==> src/rtl/class_hvec_stream.sv <==
// Register-file class hypervector store that streams one class as NUM_FRAMES frames on request.
// Latency 1 from request accept to first frame; frames hold while out_ready is low; writes forward into a same-cycle load.
module class_hvec_stream #(
  parameter int FRAME_W     = 64,
  parameter int NUM_CLASSES = 8,
  parameter int NUM_FRAMES  = 3,
  localparam int CID_W  = (NUM_CLASSES > 1) ? $clog2(NUM_CLASSES) : 1,
  localparam int FIDX_W = (NUM_FRAMES  > 1) ? $clog2(NUM_FRAMES)  : 1
) (
  input  logic               clk,
  input  logic               rst_n,
  input  logic               req_valid,
  output logic               req_ready,
  input  logic [CID_W-1:0]   req_class_id,
  output logic               out_valid,
  input  logic               out_ready,
  output logic [FRAME_W-1:0] out_frame,
  output logic [CID_W-1:0]   out_class_id,
  output logic [FIDX_W-1:0]  out_frame_index,
  output logic               out_last,
  input  logic               wr_en,
  input  logic               wr_mode,
  input  logic [CID_W-1:0]   wr_class_id,
  input  logic [FIDX_W-1:0]  wr_frame_index,
  input  logic [FRAME_W-1:0] wr_data,
  output logic               err
);

  localparam logic [0:0] S_IDLE   = 1'b0;
  localparam logic [0:0] S_STREAM = 1'b1;

  localparam logic [CID_W:0]    CLS_LIM  = (CID_W+1)'(NUM_CLASSES);
  localparam logic [FIDX_W:0]   FRM_LIM  = (FIDX_W+1)'(NUM_FRAMES);
  localparam logic [FIDX_W-1:0] LAST_IDX = FIDX_W'(NUM_FRAMES - 1);

  logic [FRAME_W-1:0] r_mem [NUM_CLASSES][NUM_FRAMES];
  logic [0:0]         r_state;
  logic [CID_W-1:0]   r_cls;
  logic [FIDX_W-1:0]  r_idx;
  logic [FRAME_W-1:0] r_frame;
  logic               r_last;
  logic               r_err;

  logic               w_req_cls_ok;
  logic               w_req_bad;
  logic               w_wr_ok;
  logic               w_wr_bad;
  logic [FRAME_W-1:0] w_wr_new;
  logic               w_ld_en;
  logic [CID_W-1:0]   w_ld_cls;
  logic [FIDX_W-1:0]  w_ld_idx;
  logic [FRAME_W-1:0] w_ld_dat;
  logic [0:0]         w_nxt_state;

  assign w_req_cls_ok = ({1'b0, req_class_id} < CLS_LIM);
  assign w_req_bad    = (r_state == S_IDLE) && req_valid && !w_req_cls_ok;
  assign w_wr_ok      = wr_en && ({1'b0, wr_class_id} < CLS_LIM) &&
                        ({1'b0, wr_frame_index} < FRM_LIM);
  assign w_wr_bad     = wr_en && !w_wr_ok;
  assign w_wr_new     = wr_mode ? (r_mem[wr_class_id][wr_frame_index] ^ wr_data) : wr_data;

  always_comb begin
    w_ld_en     = 1'b0;
    w_ld_cls    = r_cls;
    w_ld_idx    = r_idx;
    w_nxt_state = r_state;
    case (r_state)
      S_IDLE: begin
        if (req_valid && w_req_cls_ok) begin
          w_ld_en     = 1'b1;
          w_ld_cls    = req_class_id;
          w_ld_idx    = '0;
          w_nxt_state = S_STREAM;
        end
      end
      S_STREAM: begin
        if (out_ready) begin
          if (r_last) begin
            w_nxt_state = S_IDLE;
          end else begin
            w_ld_en  = 1'b1;
            w_ld_idx = r_idx + FIDX_W'(1);
          end
        end
      end
      default: w_nxt_state = S_IDLE;
    endcase
  end

  // Write-first: a write hitting the frame being loaded this cycle is seen by the load.
  assign w_ld_dat = (w_wr_ok && (wr_class_id == w_ld_cls) && (wr_frame_index == w_ld_idx))
                    ? w_wr_new : r_mem[w_ld_cls][w_ld_idx];

  always_ff @(posedge clk or negedge rst_n) begin
    if (!rst_n) begin
      for (int c = 0; c < NUM_CLASSES; c++) begin
        for (int f = 0; f < NUM_FRAMES; f++) begin
          r_mem[c][f] <= '0;
        end
      end
    end else if (w_wr_ok) begin
      r_mem[wr_class_id][wr_frame_index] <= w_wr_new;
    end
  end

  always_ff @(posedge clk or negedge rst_n) begin
    if (!rst_n) begin
      r_state <= S_IDLE;
      r_cls   <= '0;
      r_idx   <= '0;
      r_frame <= '0;
      r_last  <= 1'b0;
      r_err   <= 1'b0;
    end else begin
      r_state <= w_nxt_state;
      r_err   <= w_req_bad || w_wr_bad;
      if (w_ld_en) begin
        r_cls   <= w_ld_cls;
        r_idx   <= w_ld_idx;
        r_frame <= w_ld_dat;
        r_last  <= (w_ld_idx == LAST_IDX);
      end
    end
  end

  assign req_ready       = (r_state == S_IDLE);
  assign out_valid       = (r_state == S_STREAM);
  assign out_frame       = r_frame;
  assign out_class_id    = r_cls;
  assign out_frame_index = r_idx;
  assign out_last        = r_last;
  assign err             = r_err;

endmodule

==> config.mk <==
export PLATFORM = sky130hd
export DESIGN_NAME = class_hvec_stream
export DESIGN_NICKNAME = d
export VERILOG_FILES = /design/src/rtl/class_hvec_stream.sv
export SDC_FILE = /design/constraint.sdc
export NUM_CORES = 2
export LEC_CHECK = 0
export CAP_MARGIN = 5
export CELL_PAD_IN_SITES_DETAIL_PLACEMENT = 1
export CELL_PAD_IN_SITES_GLOBAL_PLACEMENT = 1
export CORE_AREA = 2 2 409 411
export CTS_CLUSTER_SIZE = 14
export DETAILED_ROUTE_END_ITERATION = 10
export DIE_AREA = 0 0 411 413
export MAX_ROUTING_LAYER = met4
export PLACE_DENSITY = 0.93
export SYNTH_ARGS = -nofsm -noshare
export SYNTH_HDL_FRONTEND = slang
export SYNTH_SLANG_ARGS = --single-unit
export TNS_END_PERCENT = 1
==> constraint.sdc <==
create_clock -name clk -period 7.37 [get_ports clk]
set_input_delay 1.1055 -clock clk [delete_from_list [all_inputs] [get_ports clk]]
set_output_delay 1.1055 -clock clk [all_outputs]
set_load 0.02 [all_outputs]
==> results of run 1 <==
==> metal layers <==
metal  GRT overflow  GRT usage
met5              -          -
met4             51      0.731
met3             67      0.766
met1             43      0.765
met2             34      0.897
==> per-stage QoR <==
stage | hold WS [ns] | utilization
CTS | 0.280 | 0.580
detailed placement | 0.484 | 0.544
global placement | 0.464 | 0.544
floorplan | 0.450 | -
==> cell families after synthesis <==
| group | count (synthesis) |
|---|---|
| buffers and inverters | 1002 |
| and+or+nand+nor | 3834 |
| AOI/OAI and AO/OA | 1979 |
| muxes | 994 |
| xor gates and xnor gates | 61 |
| DFF | 1608 |
==> flow_metrics.env, run 1 <==
export IMPL_yosysTopAreaCell="dfrtp_1"
export IMPL_clock_path_buffers=3
export IMPL_gp_congestion=0.985
export IMPL_fp_row_count=150
export IMPL_start_util=0.525
export IMPL_ctsHtreeMaxLevel=4
export IMPL_syn_cell_area_mm2=0.0871
export IMPL_cts_hold_buffers=0
export IMPL_haltStage="global routing (5_1_grt)"
export IMPL_synthDistinctLibCells=97
export IMPL_cts_setup_buffers=0
export IMPL_firstError="[ERROR GRT-0232] Routing congestion too high. Check the congestion heatmap in the GUI."
export IMPL_die_y_um=413
export IMPL_synth_compound_area_frac=0.159
export IMPL_dp_cells=11196
export IMPL_die_w_um=411
export IMPL_gr_total_overflow=195
export IMPL_synthesis_nets=9556
export IMPL_synthSimpleGateAreaFrac=0.179
export IMPL_numCtsBuffers=172
export IMPL_status="aborted with a tool error"
export IMPL_synthAdderAreaFrac=0
export IMPL_grt_max_degree=182
export IMPL_io_pins=151
export IMPL_synth_common_cells="nand2_1 (3250), dfrtp_1 (1608), o21ai_0 (694)"
export IMPL_synth_seq_cells=1608
export IMPL_ys_async_sr_fraction=1.00
export IMPL_muxShareOfSynthArea=0.140
export IMPL_dp_hpwl_mm=245
export IMPL_track_usage=0.800
export IMPL_antenna_found_initial=120
export IMPL_synth_warnings=0
export IMPL_avgSynthCellArea_um2=9.19
export IMPL_synth_top_area_frac=0.462
export IMPL_cts_resized=0
export IMPL_synth_cells=9478
export IMPL_ys_flop_type="dfrtp_1"
export IMPL_cts_sinks=1608
export IMPL_pre_cts_ws_ns=1.53
export IMPL_postPlaceCellArea_mm2=0.0902
export IMPL_synth_edf_count=0
export IMPL_synth_area_leaders="dfrtp_1 (46%), nand2_1 (14%), mux2_2 (5.8%), mux2i_1 (4.7%), o21ai_0 (4.0%)"
export IMPL_yosysMostFrequentCell="nand2_1"
export IMPL_synthXorXnorAreaFrac=0.00682
export IMPL_synth_top_family_by_area="simple AND/OR/NAND/NOR gates"
export IMPL_ys_seq_area_frac=0.462
export IMPL_cts_root_buf="clkbuf_16"
export IMPL_portBuffers=150
==> run 2: changes to the inputs <==
==> config.mk (replaced) <==
export PLATFORM = sky130hd
export DESIGN_NAME = class_hvec_stream
export DESIGN_NICKNAME = d
export VERILOG_FILES = /design/src/rtl/class_hvec_stream.sv
export SDC_FILE = /design/constraint.sdc
export NUM_CORES = 2
export LEC_CHECK = 0
export CAP_MARGIN = 5
export CORE_AREA = 2 2 470 472
export DETAILED_ROUTE_END_ITERATION = 10
export DIE_AREA = 0 0 472 474
export PLACE_DENSITY_LB_ADDON = 0.15
export SYNTH_ARGS = -nofsm -noshare
export SYNTH_HDL_FRONTEND = slang
export SYNTH_SLANG_ARGS = --single-unit
export TNS_END_PERCENT = 1
==> run 2 against run 1 <==
Net effect: the run now ends clean; synthesized area did not move; synthesized cell count unchanged.
==> flow_metrics.env, run 2 <==
export IMPL_routed_wl_mm=412
export IMPL_synthDistinctLibCells=97
export IMPL_cts_root_buf="clkbuf_16"
export IMPL_synth_seq_cells=1608
export IMPL_drive_above_1_share=0.147
export IMPL_mostFrequentLayoutCell="nand2_1"
export IMPL_hold_class="input port to asynchronous set/reset pin"
export IMPL_avgSynthCellArea_um2=9.19
export IMPL_synth_warnings=0
export IMPL_dp_cells=11880
export IMPL_peakVddDrop_uv=363
export IMPL_start_util=0.398
export IMPL_p_comb_frac=0.376
export IMPL_tightestPinTransition_ns=1.45
export IMPL_fin_cells=12228
export IMPL_fin_crit_sh=0.677
export IMPL_synth_edf_count=0
export IMPL_final_cell_mix="nand2_1 (3233), dfrtp_1 (1607), o21ai_0 (694)"
export IMPL_io_pins=151
export IMPL_cp_max_fo=50
export IMPL_cts_setup_buffers=0
export IMPL_cp_required_ns=8.09
export IMPL_synth_common_cells="nand2_1 (3250), dfrtp_1 (1608), o21ai_0 (694)"
export IMPL_wl_per_cell_um=33.7
export IMPL_p_switching_w=0.0147
export IMPL_finalWorstSetupSlack_ns=2.38
export IMPL_via_per_inst=6.54
export IMPL_ys_seq_area_frac=0.462
export IMPL_die_y_um=474
export IMPL_worstSetupPathType="input port to flop"
export IMPL_ctsHtreeMaxLevel=4
export IMPL_synth_cells=9478
export IMPL_hold_violations=0
export IMPL_die_w_um=472
export IMPL_cts_tree="yes"
export IMPL_skew_ns=0.0381
export IMPL_gp_congestion=0.910
export IMPL_setup_viol=0
export IMPL_fin_nets=9275
export IMPL_synth_top_area_frac=0.462
export IMPL_dp_hpwl_mm=233
export IMPL_regMostFlops="r_mem"
export IMPL_power_frac_clock=0.269
export IMPL_gr_total_overflow=0
export IMPL_yosysMostFrequentCell="nand2_1"
export IMPL_portBuffers=150
export IMPL_cap_violations=0
export IMPL_p_leak_nw=43.6
export IMPL_grt_pass1_vias=76053
export IMPL_drt_iter0_drc=11829
export IMPL_fp_row_count=172
export IMPL_slew_headroom=0.0297
export IMPL_cp_end_kind="flop"
export IMPL_drc=0
export IMPL_clock_path_buffers=3
export IMPL_p_per_area_mw_per_mm2=366
export IMPL_fin_crit_ns=4.99
export IMPL_finalMaxSlewViolations=0
export IMPL_rsz0062_at_grt="false"
export IMPL_clock_fmax_mhz=200
export IMPL_seqPwrFrac=0.356
export IMPL_synthesis_nets=9556
export IMPL_ys_flop_type="dfrtp_1"
export IMPL_cts_hold_buffers=0
export IMPL_clk_latency_ns=0.87
export IMPL_pre_cts_ws_ns=1.71
export IMPL_critPathArrivalTime_ns=5.72
export IMPL_vias=79936
export IMPL_die_area_mm2=0.224
export IMPL_core_area_mm2=0.219
export IMPL_yosysTopAreaCell="dfrtp_1"
export IMPL_grt_pass1_wl_mm=579
export IMPL_synth_area_leaders="dfrtp_1 (46%), nand2_1 (14%), mux2_2 (5.8%), mux2i_1 (4.7%), o21ai_0 (4.0%)"
export IMPL_grt_max_degree=172
export IMPL_numCtsBuffers=185
export IMPL_areaGrowthSynthToFinish_pct=12.1
export IMPL_cts_resized=0
export IMPL_ant_nets=0
export IMPL_status="completed"
export IMPL_syn_cell_area_mm2=0.0871
export IMPL_swShare=0.411
export IMPL_cts_sinks=1608
export IMPL_ys_async_sr_fraction=1.00
export IMPL_track_usage=0.359
export IMPL_internal_power_w=0.0210
export IMPL_fin_tns_setup_ns=0
export IMPL_clk_pin_slew_ns=0.06
export IMPL_critPathLaunchType="input port"
export IMPL_firstDrtPassIters=7
export IMPL_largest_reg_flops=1536
export IMPL_antenna_found_initial=28
## run 2: layer usage
layer	routed length [µm]	part of all wire	global-route usage	up-vias
met3	48500	0.12	0.0955	1458
li1	-	-	-	32781
met2	173000	0.42	0.524	5636
met5	138	0.00034	0	-
met1	161000	0.39	0.479	40041
met4	29000	0.071	0.212	20
## run 2: stage by stage
step	hold WS, ns	cell area, µm²	power [W]	utilization
floorplan	0.450	87100	0.0202	-
global placement	0.466	91400	0.0256	0.418
detailed placement	0.473	91400	0.0257	0.418
CTS	0.239	97600	0.0353	0.446
global route	0.260	97600	0.0370	0.446
finish	0.229	97600	0.0357	0.446
## run 2: power by group through the flow
stage	Sequential (W)	Clock [W]	Combinational, W
4_1_cts	0.0126	0.00964	0.0130
5_1_grt	0.0129	0.0100	0.0141
6_report	0.0127	0.00959	0.0134
2_1_floorplan	0.0123	0	0.00788
3_5_place_dp	0.0127	0	0.0130
3_3_place_gp	0.0127	0	0.0129
## run 2: final timing paths
check	start	to	slack, ns	depth (start not counted)
worst max-delay path	req_valid	out_frame[58]	2.38	10
worst min-delay path	rst_n	r_mem[904]	0.23	1
worst max register to register	out_valid	out_frame[58]	2.45	9
worst min register to register	r_mem[834]	r_mem[834]	0.49	2
max in group asynchronous	rst_n	r_mem[385]	5.09	3
min in group clk	r_mem[834]	r_mem[834]	0.49	2
## run 2: kinds of logic (layout without fill, tap and decap cells)
family | count (synthesis) | count (layout) | share of synthesized area
XOR/XNOR | 61 | 61 | 0.00683
other | 0 | 11 | 0
AND/OR/NAND/NOR | 3834 | 3834 | 0.179
multiplexers | 994 | 994 | 0.140
AO/OA/AOI/OAI | 1979 | 1979 | 0.159
buffers and inverters | 1002 | 870 | 0.0542
flip-flops | 1608 | 1608 | 0.462
## run 2: area by class of cell
class                   count  area (µm²)
inverters                  90         368
fillers                 20892      121000
multi-input cells        6868       42900
repair buffers            444        4300
well taps                2871        3590
clock buffers             281        5500
diodes                     11        27.5
flip-flops and latches   1608       40200
clock inverters            55         684
## run 2: worst max-delay path: stages
cell and delay [ns]:
clkdlybuf4s50_1 0.65, nand2b_4 0.40, mux2i_4 0.90, inv_6 0.47
nor2_4 0.84, buf_12 0.42, a221oi_1 0.16, a32o_1 0.28
nor4b_1 0.33, a211oi_1 0.08
Power figures use the tool's default switching activity.
